File: src/rtl/cpu_run_ctrl.sv
// Run controller: streams a program into instruction memory with the CPU held,
// then releases the CPU until it fetches a halt word or reaches a cycle limit.
module cpu_run_ctrl #(
    parameter int                    ADDR_WIDTH = 5,
    parameter int                    DATA_WIDTH = 32,
    parameter int                    CNT_WIDTH  = 16,
    parameter logic [DATA_WIDTH-1:0] HALT_INSTR = 32'h0000000C
) (
    input  logic                  clock,
    input  logic                  reset,
    input  logic                  start,
    input  logic                  load_valid,
    output logic                  load_ready,
    input  logic [DATA_WIDTH-1:0] load_data,
    input  logic                  load_last,
    output logic                  im_we,
    output logic [ADDR_WIDTH-1:0] im_waddr,
    output logic [DATA_WIDTH-1:0] im_wdata,
    output logic                  cpu_reset,
    input  logic [DATA_WIDTH-1:0] instr,
    input  logic [CNT_WIDTH-1:0]  cycle_limit,
    output logic                  busy,
    output logic                  done,
    output logic [1:0]            halt_cause,
    output logic [CNT_WIDTH-1:0]  cycles
);

    typedef enum logic [1:0] {
        IDLE = 2'd0,
        LOAD = 2'd1,
        RUN  = 2'd2,
        DONE = 2'd3
    } state_t;

    localparam logic [1:0] CAUSE_NONE  = 2'd0;
    localparam logic [1:0] CAUSE_HALT  = 2'd1;
    localparam logic [1:0] CAUSE_LIMIT = 2'd2;
    localparam logic [1:0] CAUSE_OVF   = 2'd3;

    state_t                  state_q, state_d;
    logic [ADDR_WIDTH-1:0]   waddr_q, waddr_d;
    logic [CNT_WIDTH-1:0]    cycles_q, cycles_d;
    logic [1:0]              cause_q, cause_d;
    logic                    load_ready_q, load_ready_d;
    logic                    cpu_reset_q, cpu_reset_d;
    logic                    busy_q, busy_d;
    logic                    done_q, done_d;

    logic                    handshake;
    logic [CNT_WIDTH-1:0]    cycles_inc;

    assign handshake  = load_valid & load_ready_q;
    assign cycles_inc = cycles_q + CNT_WIDTH'(1);

    always_comb begin
        state_d  = state_q;
        waddr_d  = waddr_q;
        cycles_d = cycles_q;
        cause_d  = cause_q;
        case (state_q)
            IDLE, DONE: begin
                if (start) begin
                    state_d  = LOAD;
                    waddr_d  = '0;
                    cycles_d = '0;
                    cause_d  = CAUSE_NONE;
                end
            end
            LOAD: begin
                if (handshake) begin
                    waddr_d = waddr_q + ADDR_WIDTH'(1);
                    // A last word landing on the top address is a normal load.
                    if (load_last) begin
                        state_d = RUN;
                    end else if (waddr_q == '1) begin
                        state_d = DONE;
                        cause_d = CAUSE_OVF;
                    end
                end
            end
            RUN: begin
                if (instr == HALT_INSTR) begin
                    state_d = DONE;
                    cause_d = CAUSE_HALT;
                end else begin
                    if (cycles_q != '1) begin
                        cycles_d = cycles_inc;
                    end
                    if ((cycle_limit != '0) && (cycles_inc == cycle_limit)) begin
                        state_d = DONE;
                        cause_d = CAUSE_LIMIT;
                    end
                end
            end
            default: state_d = IDLE;
        endcase
    end

    // Status outputs are decoded from the next state so they are plain flops.
    always_comb begin
        load_ready_d = (state_d == LOAD);
        cpu_reset_d  = (state_d == RUN);
        busy_d       = (state_d == LOAD) || (state_d == RUN);
        done_d       = (state_d == DONE);
    end

    always_ff @(posedge clock or negedge reset) begin
        if (!reset) begin
            state_q      <= IDLE;
            waddr_q      <= '0;
            cycles_q     <= '0;
            cause_q      <= CAUSE_NONE;
            load_ready_q <= 1'b0;
            cpu_reset_q  <= 1'b0;
            busy_q       <= 1'b0;
            done_q       <= 1'b0;
        end else begin
            state_q      <= state_d;
            waddr_q      <= waddr_d;
            cycles_q     <= cycles_d;
            cause_q      <= cause_d;
            load_ready_q <= load_ready_d;
            cpu_reset_q  <= cpu_reset_d;
            busy_q       <= busy_d;
            done_q       <= done_d;
        end
    end

    assign load_ready = load_ready_q;
    assign im_we      = handshake;
    assign im_waddr   = waddr_q;
    assign im_wdata   = load_data;
    assign cpu_reset  = cpu_reset_q;
    assign busy       = busy_q;
    assign done       = done_q;
    assign halt_cause = cause_q;
    assign cycles     = cycles_q;

endmodule

File: config.mk
export PLATFORM = sky130hd
export DESIGN_NAME = cpu_run_ctrl
export DESIGN_NICKNAME = d
export VERILOG_FILES = /design/src/rtl/cpu_run_ctrl.sv
export SDC_FILE = /design/constraint.sdc
export NUM_CORES = 1
export LEC_CHECK = 0
export ABC_CLOCK_PERIOD_IN_PS = 3200
export CORE_MARGIN = 4
export CORE_UTILIZATION = 38
export DETAILED_ROUTE_END_ITERATION = 8
export GPL_ROUTABILITY_DRIVEN = 0
export PLACE_DENSITY = 0.8
export SLEW_MARGIN = 25
export SYNTH_ARGS = -nofsm -noshare
export SYNTH_HDL_FRONTEND = slang
export SYNTH_SLANG_ARGS = --single-unit
File: constraint.sdc
create_clock -name clock -period 3.2 [get_ports clock]
set_input_delay 0.96 -clock clock [delete_from_list [all_inputs] [get_ports clock]]
set_output_delay 0.96 -clock clock [all_outputs]
set_load 0.005 [all_outputs]
==> out/qor.csv, run 1 <==
metric,value,unit
Syn Inst Count,274,
HPWL after DPL,5430,µm
CP Capture Type,output pin,
maximum clock rate,0.327,GHz
vias per inst,5.60,
pin count of the biggest net entering global routing,30,
TritonCTS clock tree,yes,
worst r2r src,cycles[0],
Power Total,1.52,mW
Synth Area in Adders,4.25,%
Worst Hold Depth,1,
starting DRC count in detailed routing,222,
Final Hold Vio Count,0,
hold_sp,halt_cause[1],
final hold slack,0.525,ns
overall routing resource usage,17.8,%
Rel. slew slack,58.9,%
Placed Instance Area,3070,µm²
XOR/XNOR Fraction of Synth Area,8.19,%
CTS Hold Buffers Added,0,
Async SR Flop Fraction,100,%
WL/cell,16.8,µm
layout cells sized above 1,8.11,%
Antenna Nets Post-Route,0,
arrival time worst endpoint,2.10,ns
CTS buffer count,5,
mux share of post-synthesis cell area,1.86,%
reg2reg end,halt_cause[0],
DP Worst Slack,-0.0914,ns
Setup crit start kind,input port,
outcome,"complete, no violations",
H-tree lvl count,2,
Final Cycle Share,95.6,%
required time of the critical path,2.24,ns
synthesis-stage register bit count,29,
Top Family by Delay on Critical Path,buffers and inverters,
grt total ovfl,0,
Die Y-Extent,86.7,µm
TritonRoute pass-1 iters,4,
core area,5960,µm²
clk buf depth,2,
DRC,0,
crit-path max FO,4,
"most common cell after layout, fill and taps aside",clkdlybuf4s50_1,
most frequent cells in the layout,"clkdlybuf4s50_1, dfrtp_1, nand2_1",
Compound-Gate Fraction of Synth Area,18.8,%
top cell type by total area after synthesis,dfrtp_1,
Resized cells post-CTS,0,
Worst Tran Pin Value,0.610,ns
area grow syn2layout,34.9,%
fin crit period,3.06,ns
Sink Count,29,
Worst-Skew Late Latency,0.29,ns
final WL,6850,µm
MaxCap Viol Count,0,
cell area after layout,3170,µm²
DIE AREA,7520,µm²
ranking of synthesized cells by area,"dfrtp_1, buf_4, xnor2_1, ha_1, o31ai_1",
Post-synth EDFFs,0,
DR vias,2285,
Netlist Area Pre-Place,2350,µm²
Simple-Gate Fraction of Synth Area,22.5,%
R2R setup slack,0.27,ns
leakage,1.30,nW
Layout Skew,0.00498,ns
Post-synth top flop,dfrtp_1,
initial antenna violation count,0,
vias in the first global route,2200,
IO buf count,80,
Yosys warning count,0,
fin nets,425,
library cells used by synthesis,50,
endpoint with the worst hold slack,halt_cause[1],
fin. max-slew vios,0,
Synth top area share,30.8,%
reg2reg path depth,9,
Antenna Cells,0,
IO Count,145,
RSZ-0062 raised after global routing,no,
Die W,86.7,µm
post-CTS setup buffer count,0,
Std-Cell Rows,28,
worst path cell trace,clkdlybuf4s50_1 -> nand2_1 -> inv_1 -> clkdlybuf4s50_1,
Max VDD drop,0.000210,V
syn nets,367,
Crit path top cell by count,clkdlybuf4s50_1,
Min-Delay Path Class,reg2reg,
CP Class,in2out,
final setup margin,0.142,ns
Crit path largest cell delay,0.51,ns
Initial Util,39.5,%
CP bufs+invs,3,
root buffer cell,clkbuf_8,
Worst path slowest cell,clkdlybuf4s50_1,
sequential cell area fraction in the yosys report,30.8,%
final setup vio count,0,
"Clk pin slew, worst setup/hold paths",0.06,ns
largest family of logic cells by synthesized area,simple AND/OR/NAND/NOR gates,
first-pass GRT wire length,10600,µm
power density cells,479,nW/µm²
syn_area_per_cell,8.59,µm²
## how the worst max path moves through the flow
stage | start | end | slack (ns) | cells past startpoint
CTS | load_valid | im_we | 0.14 | 4
global route | load_valid | im_we | 0.09 | 4
global placement | cycle_limit[8] | halt_cause[1] | -0.03 | 7
detailed placement | cycle_limit[8] | halt_cause[0] | -0.09 | 7
floorplan | cycles[0] | halt_cause[0] | 0.46 | 9
finish | load_valid | im_we | 0.14 | 4
## where the power goes
part,switching (mW),leakage (nW),internal [mW]
sequential,0.0560,0.394,0.431
combinational,0.345,0.852,0.353
clock,0.140,0.0542,0.194
## state kept, by name, summed over array words and instances, names as in the netlist
| register | flops |
|---|---|
| done | 1 |
| cpu_reset | 1 |
| halt_cause | 2 |
| load_ready | 1 |
| cycles | 16 |
| im_waddr | 5 |
| busy | 1 |
| state_q | 2 |
## final cells by class
type / count / area [µm²]
clock inverter: 1 / 5.00
multi-input combinational: 194 / 1310
tap: 75 / 93.8
timing repair buffer: 93 / 911
sequential: 29 / 726
clock buffer: 7 / 96.3
fill: 557 / 2780
inverter: 9 / 33.8
## cells by family (layout without fill, tap and decap cells)
logic type / Yosys count / after routing
multiplexers: 4 / 4
flip-flops: 29 / 29
buffers and inverters: 51 / 110
XOR/XNOR: 22 / 22
adder cells (fa/ha/maj): 8 / 8
AO/OA/AOI/OAI: 67 / 67
AND/OR/NAND/NOR: 93 / 93
## cells in the mapped netlist (2+ instances only)
cell / number
buf_4: 33
dfrtp_1: 29
nand2_1: 18
nor2_1: 17
o21ai_1: 16
xnor2_1: 13
nor4_1: 12
o21ai_0: 11
o31ai_1: 11
inv_1: 9
nand3_1: 9
xor2_1: 9
a21oi_1: 8
ha_1: 8
nand4_1: 8
and3_1: 6
clkbuf_1: 5
nor2b_1: 5
a32o_1: 3
and4_1: 3
buf_2: 3
nand2b_1: 3
nor3_1: 3
a22o_1: 2
a31oi_1: 2
mux2_1: 2
o31a_1: 2
o41ai_1: 2
## metrics by stage
stage	setup TNS [ns]	cells	util (%)
final	0	408	53.3
after global placement	-0.0679	400	51.6
after floorplan	0	274	-
after global routing	0	408	53.3
after detailed placement	-0.161	400	51.6
after CTS	0	408	53.3
## routing by layer
layer,track usage (%),up-vias,share of wire (%)
met5,0,-,0
met4,7.65,0,2.0
met3,5.42,16,10
met2,30.2,102,49
met1,20.7,1076,39
li1,-,1091,-
Power figures use the tool's default switching activity.
==> run 2: changes to the inputs <==
--- a/config.mk
+++ b/config.mk
@@ -11,6 +11,7 @@
 export DETAILED_ROUTE_END_ITERATION = 8
 export GPL_ROUTABILITY_DRIVEN = 0
 export PLACE_DENSITY = 0.8
+export RECOVER_POWER = 25
 export SLEW_MARGIN = 25
 export SYNTH_ARGS = -nofsm -noshare
 export SYNTH_HDL_FRONTEND = slang
==> run 2 against run 1 <==
Against the previous run:
- the flow now finishes with violations (max-capacitance violations, max-slew violations)
- sequential power barely moved
- critical path depth did not move
- routed wire length did not move
- clock power barely moved
- clock skew did not move
- critical path type unchanged
- highest routed layer unchanged
==> out/qor.csv, run 2 (synthesis gave the netlist of run 1 again) <==
metric,value,unit
Layout Skew,0.00498,ns
final hold slack,0.525,ns
first-pass GRT wire length,10600,µm
MaxCap Viol Count,1,
overall routing resource usage,17.8,%
IO buf count,80,
layout cells sized above 1,7.81,%
CP bufs+invs,3,
fin crit period,3.06,ns
crit-path max FO,4,
Die Y-Extent,86.7,µm
Initial Util,39.5,%
grt total ovfl,0,
power density cells,479,nW/µm²
fin nets,425,
"Clk pin slew, worst setup/hold paths",0.06,ns
reg2reg end,halt_cause[0],
Sink Count,29,
CP Capture Type,output pin,
Crit path largest cell delay,0.51,ns
reg2reg path depth,9,
root buffer cell,clkbuf_8,
Rel. slew slack,-5.73,%
DR vias,2278,
WL/cell,16.8,µm
final WL,6850,µm
DP Worst Slack,-0.0914,ns
fin. max-slew vios,30,
RSZ-0062 raised after global routing,no,
"most common cell after layout, fill and taps aside",clkdlybuf4s50_1,
Worst-Skew Late Latency,0.29,ns
initial antenna violation count,0,
Worst Tran Pin Value,1.59,ns
post-CTS setup buffer count,0,
H-tree lvl count,2,
share of total power in the clock network,22.0,%
pin count of the biggest net entering global routing,30,
switching share of total power,35.6,%
Top Family by Delay on Critical Path,buffers and inverters,
maximum clock rate,0.327,GHz
Critical Path Source,load_valid,
vias per inst,5.58,
Levels on crit path,4,
final setup margin,0.142,ns
DIE AREA,7520,µm²
power share of the combinational group,45.9,%
final setup vio count,0,
R2R setup slack,0.27,ns
Die W,86.7,µm
CTS buffer count,5,
Setup crit start kind,input port,
core area,5960,µm²
Final Hold Vio Count,0,
clk buf depth,2,
Worst path slowest cell,clkdlybuf4s50_1,
Final Cycle Share,95.6,%
Min-Delay Path Class,reg2reg,
CTS Hold Buffers Added,0,
DRC,0,
Max VDD drop,0.000210,V
starting DRC count in detailed routing,222,
sequential share of power,32.1,%
vias in the first global route,2200,
failing checks,"max-capacitance violations, max-slew violations",
Largest register FFs,16,
leakage,1.30,nW
crit path to,im_we,
most frequent cells in the layout,"clkdlybuf4s50_1, dfrtp_1, nand2_1",
HPWL after DPL,5430,µm
Antenna Nets Post-Route,0,
Power Total,1.52,mW
worst r2r src,cycles[0],
Crit path top cell by count,clkdlybuf4s50_1,
arrival time worst endpoint,2.10,ns
TritonCTS clock tree,yes,
TritonRoute pass-1 iters,4,
final core utilization,53.2,%
cell-internal power,0.978,mW
worst path cell trace,clkdlybuf4s50_1 -> nand2_1 -> inv_1 -> clkdlybuf4s50_1,
P_sw,0.541,mW
area grow syn2layout,34.7,%
IO Count,145,
Std-Cell Rows,28,
outcome,finished with violations,
Antenna Cells,0,
required time of the critical path,2.24,ns
Resized cells post-CTS,0,
CP Class,in2out,
## run 2: changes by cell type in the layout (fill, tap and decap cells not counted), sizes merged
cell           change
buf                -1
clkbuf             +1
clkdlybuf4s50      -1
dlygate4sd3        +1
## run 2: metrics by stage
stage | cell area, µm² | cells | setup TNS [ns]
5_1_grt | 3170 | 408 | 0
4_1_cts | 3170 | 408 | 0
2_1_floorplan | 2350 | 274 | 0
3_3_place_gp | 3070 | 400 | -0.0679
3_5_place_dp | 3070 | 400 | -0.161
6_report | 3170 | 408 | 0
## run 2: layout make-up
| class | instances | area [µm²] |
|---|---|---|
| clock buffer | 7 | 96.3 |
| clock inverter | 1 | 5.00 |
| fill | 557 | 2790 |
| inverter | 9 | 33.8 |
| multi-input combinational | 194 | 1310 |
| sequential | 29 | 726 |
| tap | 75 | 93.8 |
| timing repair buffer | 93 | 907 |
## run 2: worst min path at each step
stage	from	to	cells after the start
after global placement	halt_cause[1]	halt_cause[1]	1
after CTS	halt_cause[1]	halt_cause[1]	1
after detailed placement	halt_cause[1]	halt_cause[1]	1
final	halt_cause[1]	halt_cause[1]	1
after global routing	halt_cause[1]	halt_cause[1]	1
after floorplan	halt_cause[0]	halt_cause[0]	1
## run 2: metal layers
| metal | up-vias | wire length (µm) | GRT usage [%] |
|---|---|---|---|
| met3 | 16 | 688 | 5.42 |
| met1 | 1070 | 2670 | 20.7 |
| met2 | 101 | 3350 | 30.2 |
| li1 | 1091 | - | - |
| met4 | 0 | 140 | 7.65 |
| met5 | - | 0 | 0 |
## run 2: worst register-to-register path: cells and delay by family (launching register included)
family                     cells  cell delay (ns)
AOI/OAI and AO/OA              3             0.52
DFF                            1             0.47
and+or+nand+nor                4             1.24
adders and majority gates      1             0.21
muxes                          1             0.36
## run 2: power by group through the flow
| stage | Sequential (mW) | Clock, mW | Combinational (mW) |
|---|---|---|---|
| floorplan | 0.488 | 0 | 0.394 |
| global placement | 0.493 | 0 | 0.669 |
| detailed placement | 0.495 | 0 | 0.694 |
| CTS | 0.488 | 0.339 | 0.698 |
| global route | 0.496 | 0.357 | 0.772 |
| finish | 0.487 | 0.334 | 0.697 |
